--- config.mk ---
export PLATFORM = sky130hd
export DESIGN_NAME = mul_div_unit
export DESIGN_NICKNAME = d
export VERILOG_FILES = /design/src/rtl/cpu_pkg.sv /design/src/rtl/mul_div_sign_adj.sv /design/src/rtl/mul_div_unit.sv
export SDC_FILE = /design/constraint.sdc
export NUM_CORES = 1
export LEC_CHECK = 0
export ABC_AREA = 1
export CAP_MARGIN = 5
export CORE_MARGIN = 1.5
export CORE_UTILIZATION = 40
export CTS_CLUSTER_SIZE = 20
export DETAILED_ROUTE_END_ITERATION = 6
export DONT_BUFFER_PORTS = 1
export GPL_ROUTABILITY_DRIVEN = 0
export PLACE_DENSITY_LB_ADDON = 0.1
export SLEW_MARGIN = 10
export SYNTH_ARGS = -nofsm -noshare
export SYNTH_HDL_FRONTEND = slang
export SYNTH_HIERARCHICAL = 1
export SYNTH_SLANG_ARGS = --single-unit
--- constraint.sdc ---
create_clock -name clk -period 7.9 [get_ports clk]
set_clock_uncertainty 0.2 [all_clocks]
set_input_delay 1.58 -clock clk [delete_from_list [all_inputs] [get_ports clk]]
set_output_delay 1.58 -clock clk [all_outputs]
set_load 0.02 [all_outputs]
--- src/rtl/cpu_pkg.sv ---
// -----------------------------------------------------------------------------
// cpu_pkg
// Shared definitions for the controller datapath: register width, instruction
// opcodes, the multiply/divide unit's op encoding and its FSM state type.
// -----------------------------------------------------------------------------
package cpu_pkg;

    localparam int DATA_W = 16;

    // Instruction opcodes as seen by the controller's decode step.
    localparam logic [2:0] OP_ADD   = 3'b000;
    localparam logic [2:0] OP_SUB   = 3'b001;
    localparam logic [2:0] OP_MUL   = 3'b010;
    localparam logic [2:0] OP_DIV   = 3'b011;
    localparam logic [2:0] OP_LOAD  = 3'b100;
    localparam logic [2:0] OP_STORE = 3'b101;

    // Operation select on the mul_div_unit 'op' port.
    localparam logic MD_MUL = 1'b0;
    localparam logic MD_DIV = 1'b1;

    typedef enum logic [1:0] {
        IDLE = 2'd0,
        CALC = 2'd1,
        DONE = 2'd2
    } md_state_e;

endpackage

--- src/rtl/mul_div_sign_adj.sv ---
// -----------------------------------------------------------------------------
// mul_div_sign_adj
// Conditional two's-complement negate. Used to take operand magnitudes at
// accept time (neg = operand sign) and to apply the result sign at the end of
// the calculation (neg = XOR of operand signs, or dividend sign for remainder).
//
// Ports:
//   val  in   W   value to adjust
//   neg  in   1   1 = negate, 0 = pass through
//   res  out  W   adjusted value
// -----------------------------------------------------------------------------
module mul_div_sign_adj #(
    parameter int W = 16
) (
    input  logic [W-1:0] val,
    input  logic         neg,
    output logic [W-1:0] res
);

    assign res = neg ? (~val + W'(1)) : val;

endmodule

--- src/rtl/mul_div_unit.sv ---
// -----------------------------------------------------------------------------
// mul_div_unit
// Iterative signed multiply / divide engine. Magnitudes are processed with a
// shift-add multiplier or a restoring divider, one bit per clock, and the sign
// is applied when the result is registered.
//
// Ports:
//   clk          in   1       rising-edge clock
//   reset        in   1       synchronous active-high reset
//   start        in   1       request, honoured only while ready=1
//   op           in   1       0 = MUL, 1 = DIV
//   a            in   DATA_W  multiplicand / dividend (signed)
//   b            in   DATA_W  multiplier / divisor (signed)
//   result       out  DATA_W  MUL low product half / DIV quotient
//   hi           out  DATA_W  MUL high product half / DIV remainder
//   done         out  1       one-cycle pulse, outputs valid from this cycle
//   ready        out  1       unit can accept start
//   div_by_zero  out  1       DIV with b=0, valid with done
// -----------------------------------------------------------------------------
module mul_div_unit
    import cpu_pkg::*;
#(
    parameter int DATA_W = cpu_pkg::DATA_W,
    parameter int ITER   = DATA_W
) (
    input  logic              clk,
    input  logic              reset,
    input  logic              start,
    input  logic              op,
    input  logic [DATA_W-1:0] a,
    input  logic [DATA_W-1:0] b,
    output logic [DATA_W-1:0] result,
    output logic [DATA_W-1:0] hi,
    output logic              done,
    output logic              ready,
    output logic              div_by_zero
);

    // Magnitudes need one extra bit so that |most-negative| survives.
    localparam int MAG_W = DATA_W + 1;
    // Accumulator: upper MAG_W bits are partial product / partial remainder,
    // lower DATA_W bits hold the multiplier being consumed or quotient bits.
    localparam int ACC_W = 2 * DATA_W + 1;
    localparam int CNT_W = $clog2(ITER + 1);
    localparam logic [CNT_W-1:0] CNT_LAST = CNT_W'(ITER);

    md_state_e         state_q, state_d;
    logic [CNT_W-1:0]  cnt_q, cnt_d;
    logic              op_q, op_d;
    logic              sa_q, sa_d;
    logic              sb_q, sb_d;
    logic [MAG_W-1:0]  a_mag_q, a_mag_d;
    logic [MAG_W-1:0]  b_mag_q, b_mag_d;
    logic [ACC_W-1:0]  acc_q, acc_d;
    logic [DATA_W-1:0] result_q, result_d;
    logic [DATA_W-1:0] hi_q, hi_d;
    logic              dbz_q, dbz_d;

    // ---------------------------------------------------------------- abs(a,b)
    logic [MAG_W-1:0] a_abs, b_abs;

    mul_div_sign_adj #(.W(MAG_W)) u_abs_a (
        .val ({a[DATA_W-1], a}),
        .neg (a[DATA_W-1]),
        .res (a_abs)
    );

    mul_div_sign_adj #(.W(MAG_W)) u_abs_b (
        .val ({b[DATA_W-1], b}),
        .neg (b[DATA_W-1]),
        .res (b_abs)
    );

    // ----------------------------------------------------------- one MUL step
    // Add the multiplicand into the upper half when the current multiplier
    // bit is set, then shift the whole accumulator right by one.
    logic [MAG_W:0]   mul_sum;
    logic [ACC_W-1:0] mul_next;

    assign mul_sum  = {1'b0, acc_q[ACC_W-1:DATA_W]}
                    + (acc_q[0] ? {1'b0, a_mag_q} : '0);
    assign mul_next = {mul_sum, acc_q[DATA_W-1:1]};

    // ----------------------------------------------------------- one DIV step
    // Shift the next dividend bit into the partial remainder and try the
    // subtraction; keep it (quotient bit 1) only if it did not borrow.
    logic [ACC_W-1:0] div_shift;
    logic [MAG_W:0]   div_trial;
    logic [ACC_W-1:0] div_next;

    assign div_shift = {acc_q[ACC_W-2:0], 1'b0};
    assign div_trial = {1'b0, div_shift[ACC_W-1:DATA_W]} - {1'b0, b_mag_q};
    assign div_next  = div_trial[MAG_W]
                     ? div_shift
                     : {div_trial[MAG_W-1:0], div_shift[DATA_W-1:1], 1'b1};

    // -------------------------------------------------------- sign correction
    logic [2*DATA_W-1:0] prod_adj;
    logic [DATA_W-1:0]   quot_adj, rem_adj;
    logic                div_zero;

    mul_div_sign_adj #(.W(2*DATA_W)) u_adj_prod (
        .val (acc_q[2*DATA_W-1:0]),
        .neg (sa_q ^ sb_q),
        .res (prod_adj)
    );

    mul_div_sign_adj #(.W(DATA_W)) u_adj_quot (
        .val (acc_q[DATA_W-1:0]),
        .neg (sa_q ^ sb_q),
        .res (quot_adj)
    );

    // Remainder follows the dividend, so dividing by zero returns 'a' itself.
    mul_div_sign_adj #(.W(DATA_W)) u_adj_rem (
        .val (acc_q[ACC_W-2:DATA_W]),
        .neg (sa_q),
        .res (rem_adj)
    );

    assign div_zero = (b_mag_q == '0);

    // --------------------------------------------------------------- FSM / DP
    // CALC spans ITER iteration edges plus one final cycle (cnt == ITER) in
    // which the settled accumulator is sign-corrected and registered into the
    // outputs on the edge that enters DONE.
    always_comb begin
        // NOTE: every signal gets its hold value first so no path through this
        // block leaves one unassigned, which would infer a latch.
        state_d  = state_q;
        cnt_d    = cnt_q;
        op_d     = op_q;
        sa_d     = sa_q;
        sb_d     = sb_q;
        a_mag_d  = a_mag_q;
        b_mag_d  = b_mag_q;
        acc_d    = acc_q;
        result_d = result_q;
        hi_d     = hi_q;
        dbz_d    = dbz_q;

        unique case (state_q)
            CALC: begin
                if (cnt_q == CNT_LAST) begin
                    state_d = DONE;
                    if (op_q == MD_DIV) begin
                        result_d = div_zero ? '1 : quot_adj;
                        hi_d     = rem_adj;
                        dbz_d    = div_zero;
                    end else begin
                        result_d = prod_adj[DATA_W-1:0];
                        hi_d     = prod_adj[2*DATA_W-1:DATA_W];
                        dbz_d    = 1'b0;
                    end
                end else begin
                    acc_d = (op_q == MD_DIV) ? div_next : mul_next;
                    cnt_d = cnt_q + 1'b1;
                end
            end
            IDLE, DONE: begin
                if (start) begin
                    state_d = CALC;
                    cnt_d   = '0;
                    op_d    = op;
                    sa_d    = a[DATA_W-1];
                    sb_d    = b[DATA_W-1];
                    a_mag_d = a_abs;
                    b_mag_d = b_abs;
                    acc_d   = {{(ACC_W-DATA_W){1'b0}},
                               (op == MD_DIV) ? a_abs[DATA_W-1:0]
                                              : b_abs[DATA_W-1:0]};
                end else begin
                    state_d = IDLE;
                end
            end
            default: state_d = IDLE;
        endcase
    end

    always_ff @(posedge clk) begin
        // NOTE: non-blocking assignments so every flop samples the values from
        // before this edge, independent of statement order.
        if (reset) begin
            state_q  <= IDLE;
            cnt_q    <= '0;
            op_q     <= MD_MUL;
            sa_q     <= 1'b0;
            sb_q     <= 1'b0;
            // NOTE: datapath registers are reset too; nothing reads them before
            // an accept, but it keeps them from ever carrying X.
            a_mag_q  <= '0;
            b_mag_q  <= '0;
            acc_q    <= '0;
            result_q <= '0;
            hi_q     <= '0;
            dbz_q    <= 1'b0;
        end else begin
            state_q  <= state_d;
            cnt_q    <= cnt_d;
            op_q     <= op_d;
            sa_q     <= sa_d;
            sb_q     <= sb_d;
            a_mag_q  <= a_mag_d;
            b_mag_q  <= b_mag_d;
            acc_q    <= acc_d;
            result_q <= result_d;
            hi_q     <= hi_d;
            dbz_q    <= dbz_d;
        end
    end

    assign result      = result_q;
    assign hi          = hi_q;
    assign div_by_zero = dbz_q;
    assign done        = (state_q == DONE);
    assign ready       = (state_q != CALC);

endmodule

==> qor.csv <==
stage,metric,value,unit
synthesis,cell area after synthesis,0.0105,mm2
clock_tree,"Setup Fix Bufs, Post-CTS",0,
synthesis,area fraction in compound gates after synthesis,0.162,
floorplan,I/O pin count,71,
power,power density cells,166,mW/mm2
synthesis,syn nets,1857,
synthesis,syn avg cell area,5.90,um2
finish,area of the multi-input gates,0.00708,mm2
clock_tree,clk buf depth,2,
placed_design,number of placed cells counting well taps,2051,
global_route,GRT overflow,0,
finish,fillers,2891,
clock_tree,CTS tree,done,
worst_setup_path,kind of critical path,in -> reg,
min_path,worst hold path class,reg -> reg,
worst_setup_path,largest fanout on the critical path,55,
clock_tree,total CTS buffers,9,
synthesis,most frequent cell after synthesis,nand2_1,
clock_tree,hold_buf cts,0,
synthesis,mux share of post-synthesis cell area,0,
floorplan,Die ar.,0.0272,mm2
synthesis,area share of xor/xnor cells in the synthesized design,0.0451,
global_route,largest net degree at the start of global routing,67,
detailed_routing,Pre-antenna DRT Iters,6,
sta,Max Slew Vio Count,0,
clock_tree,H-Tree Depth,3,
detailed_routing,via density per instance,5.26,
floorplan,FP Rows,59,
power,Max IR drop VDD,0.000112,V
finish,sequential cell area,0.00220,mm2
clock_tree,Clock Latency Late Sink,380,ps
global_route,vias in the first global route,9609,
status,status,"finished, final reports clean",
detailed_routing,routed wire length per instance,16.8,um
sta,Fin Setup TNS,0,ps
synthesis,YS warnings,6,
sta,Fin. Hold Viols,0,
sta,Final period util,0.506,
finish,area grow syn2layout,4.02,%
synthesis,Synth cell types,49,
sta,final setup violation count,0,
detailed_routing,Routed Antenna Nets,0,
clock_tree,Clock Tree Root,clkbuf_16,
global_route,initial antenna violation count,0,
finish,fraction of layout cells with a size suffix above 1,0.0791,
synthesis,Yosys top cell by area,dfxtp_1,
global_route,first-pass GRT wire length,54100,um
synthesis,Synth top cells by count,"502 x nand2_1, 241 x nor2_1, 216 x inv_1",
floorplan,die height,165,um
finish,Layout Nets,1806,
synthesis,asr flop ratio synth,0,
sta,Slew @ Worst Pin,975,ps
sta,unrepaired setup endpoints after global routing,no,
synthesis,Mapped Cells,1778,
synthesis,ys flop type,dfxtp_1,
worst_setup_path,Crit. End Element,flip-flop,
detailed_routing,# DRC,0,
floorplan,core area,0.0259,mm2
synthesis,ranking of synthesized cells by area,"dfxtp_1 21%, nand2_1 18%, nor2_1 8.6%",
global_route,Tot GR Track Use,0.260,
synthesis,Post-synth EDFFs,0,
synthesis,Simple-Gate Fraction of Synth Area,0.413,
synthesis,register bit total from synthesis,110,
worst_setup_path,startpoint types,input pin,
sta,Rel. slew slack,0.349,
clock_tree,Worst-path clk slew,90,ps
placed_design,port bufs,0,
clock_tree,Sink Count,110,
sta,fmax,250,MHz
finish,Diodes inserted,0,
placed_design,HPWL after DPL,26200,um
detailed_routing,via count,10878,
floorplan,Initial Util,0.405,
synthesis,"Seq/Total Area, Yosys",0.210,
detailed_routing,drt first-iter violations,864,
finish,Finished Layout Cells,2067,
power,Pleak,5.24,nW
sta,fin crit period,4000,ps
run,MaxCap Viol Count,0,
synthesis,post-synth top area share,0.210,
worst_setup_path,Crit path arrival time,4070,ps
clock_tree,CTS resizes,0,
detailed_routing,drt total wl,34800,um
synthesis,largest family of logic cells by synthesized area,simple AND/OR/NAND/NOR gates,
worst_setup_path,Critical Path RT,7970,ps
floorplan,die span in x,165,um
synthesis,adder-cell share of the synthesized area,0.0527,
==> registers in the layout, indices dropped and copies added, names as in the netlist <==
signal,cells
op_q,1
acc_q,33
state_q,2
hi,16
b_mag_q,17
div_by_zero,1
cnt_q,5
sa_q,1
a_mag_q,17
sb_q,1
result,16
==> metrics by stage <==
stage	power [mW]	setup slack (ps)	hold WS [ps]	util	area [um2]
global route	1.93	3760	308	0.421	10900
detailed placement	1.32	3570	266	0.409	10600
floorplan	1.17	4900	249	-	10500
CTS	1.81	3960	278	0.421	10900
finish	1.81	3900	280	0.421	10900
global placement	1.32	3600	264	0.409	10600
==> power breakdown <==
| group | internal (mW) | switching, mW |
|---|---|---|
| registers | 0.585 | 0.0653 |
| clock network | 0.228 | 0.263 |
| logic | 0.220 | 0.448 |
==> routing by layer <==
layer	GRT usage	wire, um
met1	0.362	16600
met2	0.426	15900
met3	0.0427	2010
met4	0.0393	314
met5	0	0
==> cells by family after synthesis <==
family / Yosys count
AO/OA/AOI/OAI: 293
XOR/XNOR: 54
adder cells (fa/ha/maj): 43
flip-flops: 110
AND/OR/NAND/NOR: 984
buffers and inverters: 294
==> critical path: stages <==
cell and delay [ps]:
nand2_1 40, buf_4 430, nand2_1 700, inv_1 890
nor2_1 110, a32o_1 290
==> cell usage in the layout (no fill, tap or decap), types with 3 or more instances in the layout <==
cell       count
buf_4          9
nand4_1       21
ha_1          41
nor2_2        23
and2_1         4
o21ai_4        4
clkbuf_16      9
nand3b_1      11
nand3_2       15
or2_2          4
a21oi_1       93
a31oi_1       20
nand2_4        7
a21oi_2        9
o211ai_2       3
o21ai_0      135
nor2_4        10
xnor2_1       23
inv_8          3
xor2_1        30
nand3_1      116
o21ai_1        6
nand2_1      502
inv_2          7
nor2_1       241
nor3_1         9
inv_1        215
dfxtp_1      109
nand2_2       14
o21ai_2        4
a311oi_1       9
==> cell type report <==
class	instances	share of cell area
Inverter	223	0.0771
Multi-Input combinational cell	1374	0.648
Sequential cell	110	0.202
Clock buffer	9	0.0206
Clock inverter	7	0.00757
Timing Repair Buffer	9	0.00619
Tap cell	335	0.0384
==> worst paths after layout <==
| path | from | end | slack, ps | depth (start not counted) |
|---|---|---|---|---|
| worst max-delay path | start | acc_q[0] | 3900 | 6 |
| worst max register to register | state_q[0] | acc_q[0] | 3980 | 7 |
| worst min register to register | acc_q[32] | acc_q[32] | 280 | 2 |
| worst min-delay path | acc_q[32] | acc_q[32] | 280 | 2 |
(Power assumes the default switching activity.)
